[src/rtl/fpu_pkg.sv]
// Shared definitions for the FP result writeback / fcsr block.
//   - fflags bit positions inside the 5-bit accrued-exception field
//   - Zicsr addresses of the FP CSRs
//   - CSR operation encoding
//   - rounding-mode encodings
//   - csr_apply: applies a write/set/clear operation to a field value
package fpu_pkg;

  localparam int NV_BIT = 4;  // invalid operation
  localparam int DZ_BIT = 3;  // divide by zero
  localparam int OF_BIT = 2;  // overflow
  localparam int UF_BIT = 1;  // underflow
  localparam int NX_BIT = 0;  // inexact

  localparam logic [11:0] CSR_FFLAGS = 12'h001;
  localparam logic [11:0] CSR_FRM    = 12'h002;
  localparam logic [11:0] CSR_FCSR   = 12'h003;

  typedef enum logic [1:0] {
    CSR_READ  = 2'd0,
    CSR_WRITE = 2'd1,
    CSR_SET   = 2'd2,
    CSR_CLEAR = 2'd3
  } csr_op_e;

  localparam logic [2:0] RM_RNE = 3'b000;
  localparam logic [2:0] RM_RTZ = 3'b001;
  localparam logic [2:0] RM_RDN = 3'b010;
  localparam logic [2:0] RM_RUP = 3'b011;
  localparam logic [2:0] RM_RMM = 3'b100;

  // Result of a CSR operation on one field; read-only leaves it untouched.
  function automatic logic [7:0] csr_apply(csr_op_e op, logic [7:0] cur, logic [7:0] src);
    logic [7:0] res;
    res = cur;
    case (op)
      CSR_WRITE: res = src;
      CSR_SET:   res = cur | src;
      CSR_CLEAR: res = cur & ~src;
      default:   res = cur;
    endcase
    return res;
  endfunction

endpackage

[src/rtl/fpu_fcsr_wb_if.sv]
// Result handshake bundle between the FP adder, this writeback stage and
// the register-file writeback port.
//   in_*  : upstream result channel (valid/ready, rd, data, exception flags)
//   wb_*  : downstream writeback channel (valid/ready, rd, data)
// slave  = the writeback stage; master = its environment.
interface fpu_fcsr_wb_if #(
  parameter int FLEN = 32
);
  logic            in_valid;
  logic            in_ready;
  logic [4:0]      in_rd;
  logic [FLEN-1:0] in_data;
  logic [4:0]      in_flags;
  logic            wb_valid;
  logic            wb_ready;
  logic [4:0]      wb_rd;
  logic [FLEN-1:0] wb_data;

  modport slave (
    input  in_valid, in_rd, in_data, in_flags, wb_ready,
    output in_ready, wb_valid, wb_rd, wb_data
  );

  modport master (
    output in_valid, in_rd, in_data, in_flags, wb_ready,
    input  in_ready, wb_valid, wb_rd, wb_data
  );
endinterface

[src/rtl/fpu_result_fifo.sv]
// DEPTH-entry valid/ready buffer of {rd,data} with synchronous flush.
//   CLK, RSTn          : clock, asynchronous active-low reset
//   flush              : drop all buffered entries and the incoming one
//   in_valid/in_ready  : upstream handshake, in_ready from registered count
//   in_rd, in_data     : entry written on push
//   push               : accepted-entry strobe (used for flag accumulation)
//   wb_valid/wb_ready  : downstream handshake
//   wb_rd, wb_data     : head entry; holds the last popped head when empty
module fpu_result_fifo #(
  parameter int FLEN  = 32,
  parameter int DEPTH = 2
) (
  input  logic            CLK,
  input  logic            RSTn,
  input  logic            flush,
  input  logic            in_valid,
  output logic            in_ready,
  input  logic [4:0]      in_rd,
  input  logic [FLEN-1:0] in_data,
  output logic            push,
  output logic            wb_valid,
  input  logic            wb_ready,
  output logic [4:0]      wb_rd,
  output logic [FLEN-1:0] wb_data
);

  localparam int PW = (DEPTH > 1) ? $clog2(DEPTH) : 1;
  localparam int CW = PW + 1;

  logic [PW-1:0]   wr_ptr_reg, rd_ptr_reg;
  logic [CW-1:0]   count_reg;
  logic [4:0]      rd_mem [DEPTH];
  logic [FLEN-1:0] data_mem [DEPTH];
  logic [4:0]      last_rd_reg;
  logic [FLEN-1:0] last_data_reg;
  logic            pop;

  assign in_ready = (count_reg != CW'(DEPTH));
  assign wb_valid = (count_reg != '0);
  assign push     = in_valid & in_ready & ~flush;
  assign pop      = wb_valid & wb_ready & ~flush;

  // When empty the slot under rd_ptr may be stale, so present the last
  // popped head instead to keep the outputs stable and X-free.
  assign wb_rd   = wb_valid ? rd_mem[rd_ptr_reg]   : last_rd_reg;
  assign wb_data = wb_valid ? data_mem[rd_ptr_reg] : last_data_reg;

  generate
    for (genvar gi = 0; gi < DEPTH; gi++) begin : g_entry
      always_ff @(posedge CLK or negedge RSTn) begin
        if (!RSTn) begin
          rd_mem[gi]   <= '0;
          data_mem[gi] <= '0;
        end else if (push && (wr_ptr_reg == PW'(gi))) begin
          rd_mem[gi]   <= in_rd;
          data_mem[gi] <= in_data;
        end
      end
    end
  endgenerate

  always_ff @(posedge CLK or negedge RSTn) begin
    if (!RSTn) begin
      wr_ptr_reg    <= '0;
      rd_ptr_reg    <= '0;
      count_reg     <= '0;
      last_rd_reg   <= '0;
      last_data_reg <= '0;
    end else if (flush) begin
      wr_ptr_reg <= '0;
      rd_ptr_reg <= '0;
      count_reg  <= '0;
    end else begin
      // DEPTH is a power of two, so pointer increments wrap naturally.
      if (push) wr_ptr_reg <= wr_ptr_reg + PW'(1);
      if (pop) begin
        rd_ptr_reg    <= rd_ptr_reg + PW'(1);
        last_rd_reg   <= rd_mem[rd_ptr_reg];
        last_data_reg <= data_mem[rd_ptr_reg];
      end
      case ({push, pop})
        2'b10:   count_reg <= count_reg + CW'(1);
        2'b01:   count_reg <= count_reg - CW'(1);
        default: count_reg <= count_reg;
      endcase
    end
  end

endmodule

[src/rtl/fpu_fcsr_wb.sv]
// Writeback stage of the single-precision FP adder datapath: buffers
// results toward register-file writeback and owns the fcsr (fflags + frm).
//   CLK, RSTn   : clock, asynchronous active-low reset
//   bus         : in_* result channel and wb_* writeback channel
//   flush       : discard buffered and incoming results (fflags kept)
//   csr_en/op/addr/wdata : Zicsr access (read/write/set/clear)
//   csr_rdata   : pre-update value of the addressed CSR, zero-extended
//   csr_illegal : access to an address other than fflags/frm/fcsr
//   frm         : current rounding mode
module fpu_fcsr_wb
  import fpu_pkg::*;
#(
  parameter int FLEN  = 32,
  parameter int DEPTH = 2
) (
  input  logic               CLK,
  input  logic               RSTn,
  fpu_fcsr_wb_if.slave       bus,
  input  logic               flush,
  input  logic               csr_en,
  input  logic [1:0]         csr_op,
  input  logic [11:0]        csr_addr,
  input  logic [31:0]        csr_wdata,
  output logic [31:0]        csr_rdata,
  output logic               csr_illegal,
  output logic [2:0]         frm
);

  logic       push;
  logic [4:0] fflags_reg, fflags_next, fflags_csr;
  logic [2:0] frm_reg, frm_next;
  logic       csr_legal, csr_upd, touch_ff, touch_rm;
  logic [2:0] rm_src;
  logic [7:0] ff_res, rm_res;
  logic       unused_wdata;

  fpu_result_fifo #(
    .FLEN  (FLEN),
    .DEPTH (DEPTH)
  ) u_fifo (
    .CLK      (CLK),
    .RSTn     (RSTn),
    .flush    (flush),
    .in_valid (bus.in_valid),
    .in_ready (bus.in_ready),
    .in_rd    (bus.in_rd),
    .in_data  (bus.in_data),
    .push     (push),
    .wb_valid (bus.wb_valid),
    .wb_ready (bus.wb_ready),
    .wb_rd    (bus.wb_rd),
    .wb_data  (bus.wb_data)
  );

  assign unused_wdata = ^csr_wdata[31:8];

  assign csr_legal   = (csr_addr == CSR_FFLAGS) || (csr_addr == CSR_FRM) ||
                       (csr_addr == CSR_FCSR);
  assign csr_illegal = csr_en & ~csr_legal;
  assign csr_upd     = csr_en & csr_legal & (csr_op != CSR_READ);
  assign touch_ff    = (csr_addr == CSR_FFLAGS) || (csr_addr == CSR_FCSR);
  assign touch_rm    = (csr_addr == CSR_FRM)    || (csr_addr == CSR_FCSR);
  // frm sits at bit 0 when addressed alone, at [7:5] inside fcsr.
  assign rm_src      = (csr_addr == CSR_FRM) ? csr_wdata[2:0] : csr_wdata[7:5];

  assign ff_res = csr_apply(csr_op_e'(csr_op), {3'b0, fflags_reg}, {3'b0, csr_wdata[4:0]});
  assign rm_res = csr_apply(csr_op_e'(csr_op), {5'b0, frm_reg}, {5'b0, rm_src});

  always_comb begin
    fflags_csr  = fflags_reg;
    frm_next    = frm_reg;
    if (csr_upd && touch_ff) fflags_csr = ff_res[4:0];
    if (csr_upd && touch_rm) frm_next   = rm_res[2:0];
    // The CSR op is older than a same-cycle push, so flags OR on top of it.
    fflags_next = fflags_csr | (push ? bus.in_flags : 5'b0);
  end

  always_comb begin
    csr_rdata = '0;
    case (csr_addr)
      CSR_FFLAGS: csr_rdata = {27'b0, fflags_reg};
      CSR_FRM:    csr_rdata = {29'b0, frm_reg};
      CSR_FCSR:   csr_rdata = {24'b0, frm_reg, fflags_reg};
      default:    csr_rdata = '0;
    endcase
  end

  assign frm = frm_reg;

  always_ff @(posedge CLK or negedge RSTn) begin
    if (!RSTn) begin
      fflags_reg <= '0;
      frm_reg    <= RM_RNE;
    end else begin
      fflags_reg <= fflags_next;
      frm_reg    <= frm_next;
    end
  end

endmodule

[src/flat_wrapper.sv]
// flat-port wrapper written by rule: the top's interface ports become plain ports
module fpu_fcsr_wb_flat import fpu_pkg::*;
#(
  parameter int FLEN  = 32,
  parameter int DEPTH = 2
)
  (CLK, RSTn, flush, csr_en, csr_op, csr_addr, csr_wdata, csr_rdata, csr_illegal, frm, bus_in_valid, bus_in_rd, bus_in_data, bus_in_flags, bus_wb_ready, bus_in_ready, bus_wb_valid, bus_wb_rd, bus_wb_data);
  fpu_fcsr_wb_if #(.FLEN(FLEN)) bus_i ();
  input  logic CLK;
  input  logic RSTn;
  input  logic flush;
  input  logic csr_en;
  input  logic [1:0] csr_op;
  input  logic [11:0] csr_addr;
  input  logic [31:0] csr_wdata;
  output logic [31:0] csr_rdata;
  output logic csr_illegal;
  output logic [2:0] frm;
  input wire logic [$bits(bus_i.in_valid)-1:0] bus_in_valid;
  input wire logic [$bits(bus_i.in_rd)-1:0] bus_in_rd;
  input wire logic [$bits(bus_i.in_data)-1:0] bus_in_data;
  input wire logic [$bits(bus_i.in_flags)-1:0] bus_in_flags;
  input wire logic [$bits(bus_i.wb_ready)-1:0] bus_wb_ready;
  output wire logic [$bits(bus_i.in_ready)-1:0] bus_in_ready;
  output wire logic [$bits(bus_i.wb_valid)-1:0] bus_wb_valid;
  output wire logic [$bits(bus_i.wb_rd)-1:0] bus_wb_rd;
  output wire logic [$bits(bus_i.wb_data)-1:0] bus_wb_data;
  assign bus_i.in_valid = bus_in_valid;
  assign bus_i.in_rd = bus_in_rd;
  assign bus_i.in_data = bus_in_data;
  assign bus_i.in_flags = bus_in_flags;
  assign bus_i.wb_ready = bus_wb_ready;
  assign bus_in_ready = bus_i.in_ready;
  assign bus_wb_valid = bus_i.wb_valid;
  assign bus_wb_rd = bus_i.wb_rd;
  assign bus_wb_data = bus_i.wb_data;
  fpu_fcsr_wb #(.FLEN(FLEN), .DEPTH(DEPTH)) u_core (.CLK(CLK), .RSTn(RSTn), .bus(bus_i), .flush(flush), .csr_en(csr_en), .csr_op(csr_op), .csr_addr(csr_addr), .csr_wdata(csr_wdata), .csr_rdata(csr_rdata), .csr_illegal(csr_illegal), .frm(frm));
endmodule
[config.mk]
export PLATFORM = sky130hd
export DESIGN_NAME = fpu_fcsr_wb_flat
export DESIGN_NICKNAME = d
export VERILOG_FILES = /design/src/rtl/fpu_pkg.sv /design/src/rtl/fpu_fcsr_wb_if.sv /design/src/rtl/fpu_result_fifo.sv /design/src/rtl/fpu_fcsr_wb.sv /design/src/flat_wrapper.sv
export SDC_FILE = /design/constraint.sdc
export NUM_CORES = 1
export LEC_CHECK = 0
export CELL_PAD_IN_SITES_DETAIL_PLACEMENT = 1
export CELL_PAD_IN_SITES_GLOBAL_PLACEMENT = 1
export CORE_MARGIN = 10
export CORE_UTILIZATION = 30
export DETAILED_ROUTE_END_ITERATION = 7
export HOLD_SLACK_MARGIN = 0.06
export PLACE_DENSITY = 0.64
export SLEW_MARGIN = 40
export SYNTH_ARGS = -nofsm -noshare
export SYNTH_HDL_FRONTEND = slang
export SYNTH_HIERARCHICAL = 1
export SYNTH_SLANG_ARGS = --single-unit
[constraint.sdc]
create_clock -name CLK -period 3.6 [get_ports CLK]
set_input_delay 0.36 -clock CLK [delete_from_list [all_inputs] [get_ports CLK]]
set_output_delay 0.36 -clock CLK [all_outputs]
set_load 0.005 [all_outputs]
# [Yosys cells after proc, flatten, opt, wreduce, memory -nomap -nowiden]
# Index checks and enable logic that the tools add are counted.
[classes] add_sub_neg=4 n_mul=0 div_mod_pow=0 magnitude_cmp=1 eq_ne=9 n_shift=0 mux=20 n_bitwise=18 reduce_logical=16
[op_table] op="$mux 32" count=4
[op_table] op="$mux 5" count=6
[op_table] op="$eq 12x2->1 const B" count=2
[op_table] op="$pmux 8 s3" count=1
[op_table] op="$pmux 5 s3" count=1
[op_table] op="$eq 12x1->1 const B" count=1
[op_table] op="$or 5x5->5" count=2
[op_table] op="$pmux 3 s3" count=1
[op_table] op="$reduce_bool 2->1" count=4
[op_table] op="$and 1x1->1" count=7
[op_table] op="$eq 2x2->1 const B" count=3
[op_table] op="$reduce_bool 3->1" count=2
[op_table] op="$and 5x5->5" count=1
[op_table] op="$not 5->5" count=1
[op_table] op="$eq 2x1->1 const B" count=2
[op_table] op="$logic_and 1x1->1" count=4
[op_table] op="$logic_or 1x1->1" count=4
[op_table] op="$mux 1" count=4
[op_table] op="$pmux 2 s2" count=1
[op_table] op="$reduce_and 2->1" count=2
[op_table] op="$and 3x3->3" count=1
[op_table] op="$mux 3" count=1
[op_table] op="$not 1->1" count=3
[op_table] op="$not 3->3" count=1
[op_table] op="8 further kinds" count=9
[word_totals] reg_bits=123 latchBits=0 ram_bits=0 rom_bits=0 in_bits=94 out_inout_bits=75 word_cells=79 memories=0

# [Longest topological paths before layout]
[logic_depth] word_depth=8 ltp_mapped=6 ltp_nobuf=4

# [Modules after synthesis]
# The synthesis kept the hierarchy.
[modules_own_cells] mod="fpu_result_fifo" n_inst=1 cells_each=432 area_per_inst_um2=5193.7 seq_area_each_um2=2877.8
[modules_own_cells] mod="fpu_fcsr_wb" n_inst=1 cells_each=100 area_per_inst_um2=897.1 seq_area_each_um2=200.2

# [Least setup slack after synthesis]
# OpenSTA, ideal clock, no wires.
[synth_timing] path_type="input-to-reg" startpoint="input flush" endpoint="register u_core/u_fifo/data_mem[37] (netlist name)" setup_time_ns=0.125 arrival_ns=1.638 t_required_ns=3.475 path_slack_ns=1.837 stages=4 path_buffers=2 cell_sequence="clkbuf_1 > nor4_4 > buf_6 > mux2_2"
[synth_via] elab_chain_len=3
[synth_rtl] item="start: declaration" line="flat_wrapper.sv:11" text="input logic flush;"
[synth_rtl] item="$not 1->1 (no source line)"
[synth_rtl] item="$and 1x1->1" line="fpu_result_fifo.sv:40" text="assign push = in_valid & in_ready & ~flush;"
[synth_rtl] item="$logic_and 1x1->1" line="fpu_result_fifo.sv:54" text="end else if (push && (wr_ptr_reg == PW'(gi))) begin"
[synth_rtl] item="end signal: indexed assignment" line="fpu_result_fifo.sv:56" text="data_mem[gi] <= in_data;"
[synth_rtl] item="end: declaration" line="fpu_result_fifo.sv:33" text="logic [FLEN-1:0] data_mem [DEPTH];"
# No other way between the ends.
# A chain may end at the register's enable or synchronous reset.

# [Final worst setup path]
[layout_timing] startpoint="register u_core.u_fifo.count_reg[0]" endpoint="output bus_wb_data[6]"
[layout_via] elab_chain_len=2
[layout_rtl] item="start: declaration" line="fpu_result_fifo.sv:31" text="logic [CW-1:0] count_reg;"
[layout_rtl] item="start signal: assignment" line="fpu_result_fifo.sv:82" text="2'b10: count_reg <= count_reg + CW'(1);"
[layout_rtl] item="start signal: assignment" line="fpu_result_fifo.sv:83" text="2'b01: count_reg <= count_reg - CW'(1);"
[layout_rtl] item="start signal: assignment" line="fpu_result_fifo.sv:84" text="default: count_reg <= count_reg;"
[layout_rtl] item="$reduce_bool 2->1" line="fpu_result_fifo.sv:39" text="assign wb_valid = (count_reg != '0);"
[layout_rtl] item="$mux 32" line="fpu_result_fifo.sv:46" text="assign wb_data = wb_valid ? data_mem[rd_ptr_reg] : last_data_reg;"
[layout_rtl] item="end: declaration" line="flat_wrapper.sv:27" text="output wire logic [$bits(bus_i.wb_data)-1:0] bus_wb_data;"
# No other way between the ends.

==> metrics.md <==
| Metric | Value |
|---|---|
| Status | completed |
| Vias per cell | 4.89 |
| Simple logic cell fraction of the synthesized area | 0.0674 |
| Worst-path fanout max | 39 |
| Final Hold Viols | 0 |
| Adder-cell share of the synthesized area | 0 |
| Final ANT Viol Nets | 0 |
| Rel. slew slack | 0.488 |
| Slew @ Worst Pin | 0.768 ns |
| Crit-path leading delay family | buffers and inverters |
| Hold crit path type | input pin to flop |
| Final RePlAce weighted congestion | 0.802 |
| Worst EP required | 3.24 ns |
| Vias | 4511 |
| Ys Warns | 6 |
| Worst setup SP type | flop |
| Worst-Skew Late Latency | 0.42 ns |
| Root buffer cell | clkbuf_16 |
| Total wire length | 17500 µm |
| Post-synthesis xor/xnor area fraction | 0.00288 |
| HPWL Detailed | 11900 µm |
| Hold slack | 0.207 ns |
| Max reg flops | 64 |
| Crit-path slowest cell | or2_2 |
| Fin. max-slew vios | 0 |
| Final setup viols | 0 |
| Largest net degree at the start of global routing | 78 |
| CTS buffer count | 17 |
| Vias in the first global route | 5071 |
| Layout area overhead | 32.2% |
| CTS H-Tree Depth | 4 |
| Seq/Total Area, Yosys | 0.505 |
| FP Rows | 52 |
| # diodes | 0 |
| Worst vdd ir | 0.280 mV |
| Io pins | 169 |
| DRC viols | 0 |
| Full die area | 0.0264 mm² |
| Chip Width | 162 µm |
| Crit-path max cell delay | 0.67 ns |
| Post-cts resize count | 0 |
| Setup TNS | 0 ns |
| Fill cells | 2162 |
| Clk pin slew, worst setup/hold paths | 0.06 ns |
| Clock sink count | 123 |
| Initial antenna violation count | 0 |
| Post-Syn Area | 0.00609 mm² |
| Clock buffer depth | 2 |
| PortBufs | 120 |
| Clock skew | 0.00642 ns |
| Synth unique cells | 37 |
| CP Buf/Inv Count | 2 |
| Initial Util | 0.303 |
| Post-synthesis register bit count | 123 |
| Max Cap Viol | 0 |
| Multi-input gate area | 0.00271 mm² |
| Nets | 734 |
| Crit path arrival time | 2.65 ns |
| Crit path cell chain | or2_2, buf_12, nor2_1, a21oi_1, clkdlybuf4s50_1 |
| PwrDens | 598 mW/mm² |
| RSZ-0062 raised after global routing | no |
| GRT Resource Usage Total | 0.133 |
| Post-synthesis compound-gate area fraction | 0.143 |
| Core area | 0.0201 mm² |
| Cell count after synthesis | 532 |
| Max Clk Rate | 332 MHz |
| Final cycle utilization of the critical path | 0.837 |
| Syn_area_per_cell | 11.4 µm² |
| Total congestion overflow | 0 |
| DRC violation total after the first TritonRoute iteration | 156 |
| Die H | 162 µm |
| Post-DR wirelength/cell | 18.9 µm |
| Share of layout cells above drive strength 1 | 0.198 |
| Crit end category | primary output |
| Final min period | 3.01 ns |
| Crit path kind | flop to primary output |
| Largest family of logic cells by synthesized area | multiplexers |
| Global-route wire length before repair | 27800 µm |
| Seq. cell area | 0.00308 mm² |
| CTS tree | done |
| Mux contribution to synthesized area | 0.214 |
| LEAKAGE | 3.29 nW |
| Router iterations before antenna repair | 4 |
## cell usage after synthesis
library cell / count / area (µm²)
mux2i_1: 47 / 470
nand4_1: 2 / 12.5
nand3b_1: 1 / 7.51
mux2_1: 2 / 22.5
a22o_1: 7 / 61.3
xor2_1: 2 / 17.5
a221o_1: 4 / 40.0
nand2_1: 8 / 30.0
conb_1: 1 / 3.75
nor2b_1: 2 / 12.5
o21ai_0: 43 / 215
o31ai_1: 41 / 308
buf_4: 27 / 203
buf_6: 4 / 45.0
clkbuf_1: 26 / 97.6
mux2_2: 72 / 811
nor2_1: 40 / 150
and3_1: 3 / 18.8
a21o_1: 1 / 7.51
and2_1: 2 / 12.5
o211ai_1: 2 / 15.0
inv_1: 6 / 22.5
a21oi_1: 41 / 205
nor3_1: 1 / 5.00
and4_2: 3 / 30.0
nand4b_1: 1 / 8.76
nand4_2: 1 / 12.5
buf_1: 2 / 7.51
nor3b_2: 1 / 12.5
and2b_1: 1 / 7.51
nor4_4: 3 / 63.8
or3_1: 1 / 6.26
o211a_1: 2 / 20.0
dfrtp_1: 123 / 3080
buf_2: 6 / 30.0
or2_2: 2 / 12.5
nor3b_1: 1 / 7.51
## per-stage QoR
step / setup WS [ns] / utilization / std cells / instance area (µm²) / power [mW]
after global routing: 0.331 / 0.400 / 923 / 8050 / 5.13
after detailed placement: 0.928 / 0.370 / 890 / 7440 / 3.15
final: 0.588 / 0.400 / 923 / 8050 / 4.81
after floorplan: 1.84 / - / 555 / 6180 / 2.56
after global placement: 0.958 / 0.370 / 890 / 7440 / 3.07
after CTS: 0.528 / 0.400 / 923 / 8040 / 4.90
## placed cells by master, fill, tap and decap left out, types with 3 or more instances in the layout
cell,instances
a221o_1,4
mux2_2,72
nand2_1,8
buf_4,8
o31ai_1,41
clkinv_4,4
inv_6,3
and3_1,3
inv_1,6
clkbuf_16,17
nor4_4,3
nor2_1,40
mux2i_1,47
a21oi_1,41
conb_1,24
and4_2,3
a22o_1,7
clkinvlp_4,4
o21ai_0,42
clkdlybuf4s50_1,118
dfrtp_1,122
## repair_timing
action / 4_1_cts / 5_1_grt
buffers inserted: 0 / 0
hold endpoints to repair: 16 / 0
hold buffers: 1 / 0
## worst paths after layout
| check | start | to | slack (ns) | cells after the start |
|---|---|---|---|---|
| max reg2reg | u_core/u_fifo/count_reg[0]$_DFFE_PN0P_ | u_core/u_fifo/last_data_reg[8]$_DFFE_PN0P_ | 1.50 | 4 |
| min reg2reg | u_core/u_fifo/data_mem[41]$_DFFE_PN0P_ | u_core/u_fifo/data_mem[41]$_DFFE_PN0P_ | 0.50 | 1 |
| max in group asynchronous | RSTn | u_core/frm[0]$_DFFE_PN0P_ | 2.31 | 3 |
| min | flush | u_core/u_fifo/wr_ptr_reg$_DFFE_PN0P_ | 0.21 | 2 |
| min in group asynchronous | RSTn | u_core/u_fifo/data_mem[5]$_DFFE_PN0P_ | 0.49 | 2 |
| max | u_core/u_fifo/count_reg[0]$_DFFE_PN0P_ | bus_wb_data[6] | 0.59 | 5 |
## layer usage
| metal | up-vias | GRT usage | wire length (µm) |
|---|---|---|---|
| met5 | - | 0 | 0 |
| met3 | 16 | 0.0569 | 1370 |
| met1 | 2268 | 0.145 | 7160 |
| li1 | 2104 | - | - |
| met4 | 0 | 0.0443 | 243 |
| met2 | 123 | 0.229 | 8690 |
## cell type report
| class | instances | share of cell area |
|---|---|---|
| Clock buffer | 17 | 0.0528 |
| Inverter | 6 | 0.00280 |
| Timing Repair Buffer | 131 | 0.162 |
| Sequential cell | 123 | 0.382 |
| Multi-Input combinational cell | 361 | 0.337 |
| Tap cell | 270 | 0.0420 |
| Clock inverter | 15 | 0.0208 |
## report_power, final
group	leakage [nW]	internal (mW)	switching (mW)
sequential	1.49	1.74	0.186
combinational	1.52	0.660	0.519
clock	0.278	1.03	0.679
total	3.29	3.43	1.38
## kinds of logic after synthesis
kind of cell / Yosys count
compound gates: 141
flops: 123
mux: 121
simple gates: 73
buf+inv: 71
xor+xnor: 2
other cells: 1
## worst reg2reg max path: stages, from the launching register on
cell,delay [ns]
dfrtp_1,0.46
o21ai_4,0.62
buf_4,0.59
o21ai_0,0.19
o31ai_1,0.13
Note: power is estimated with default switching activity, not from simulation.
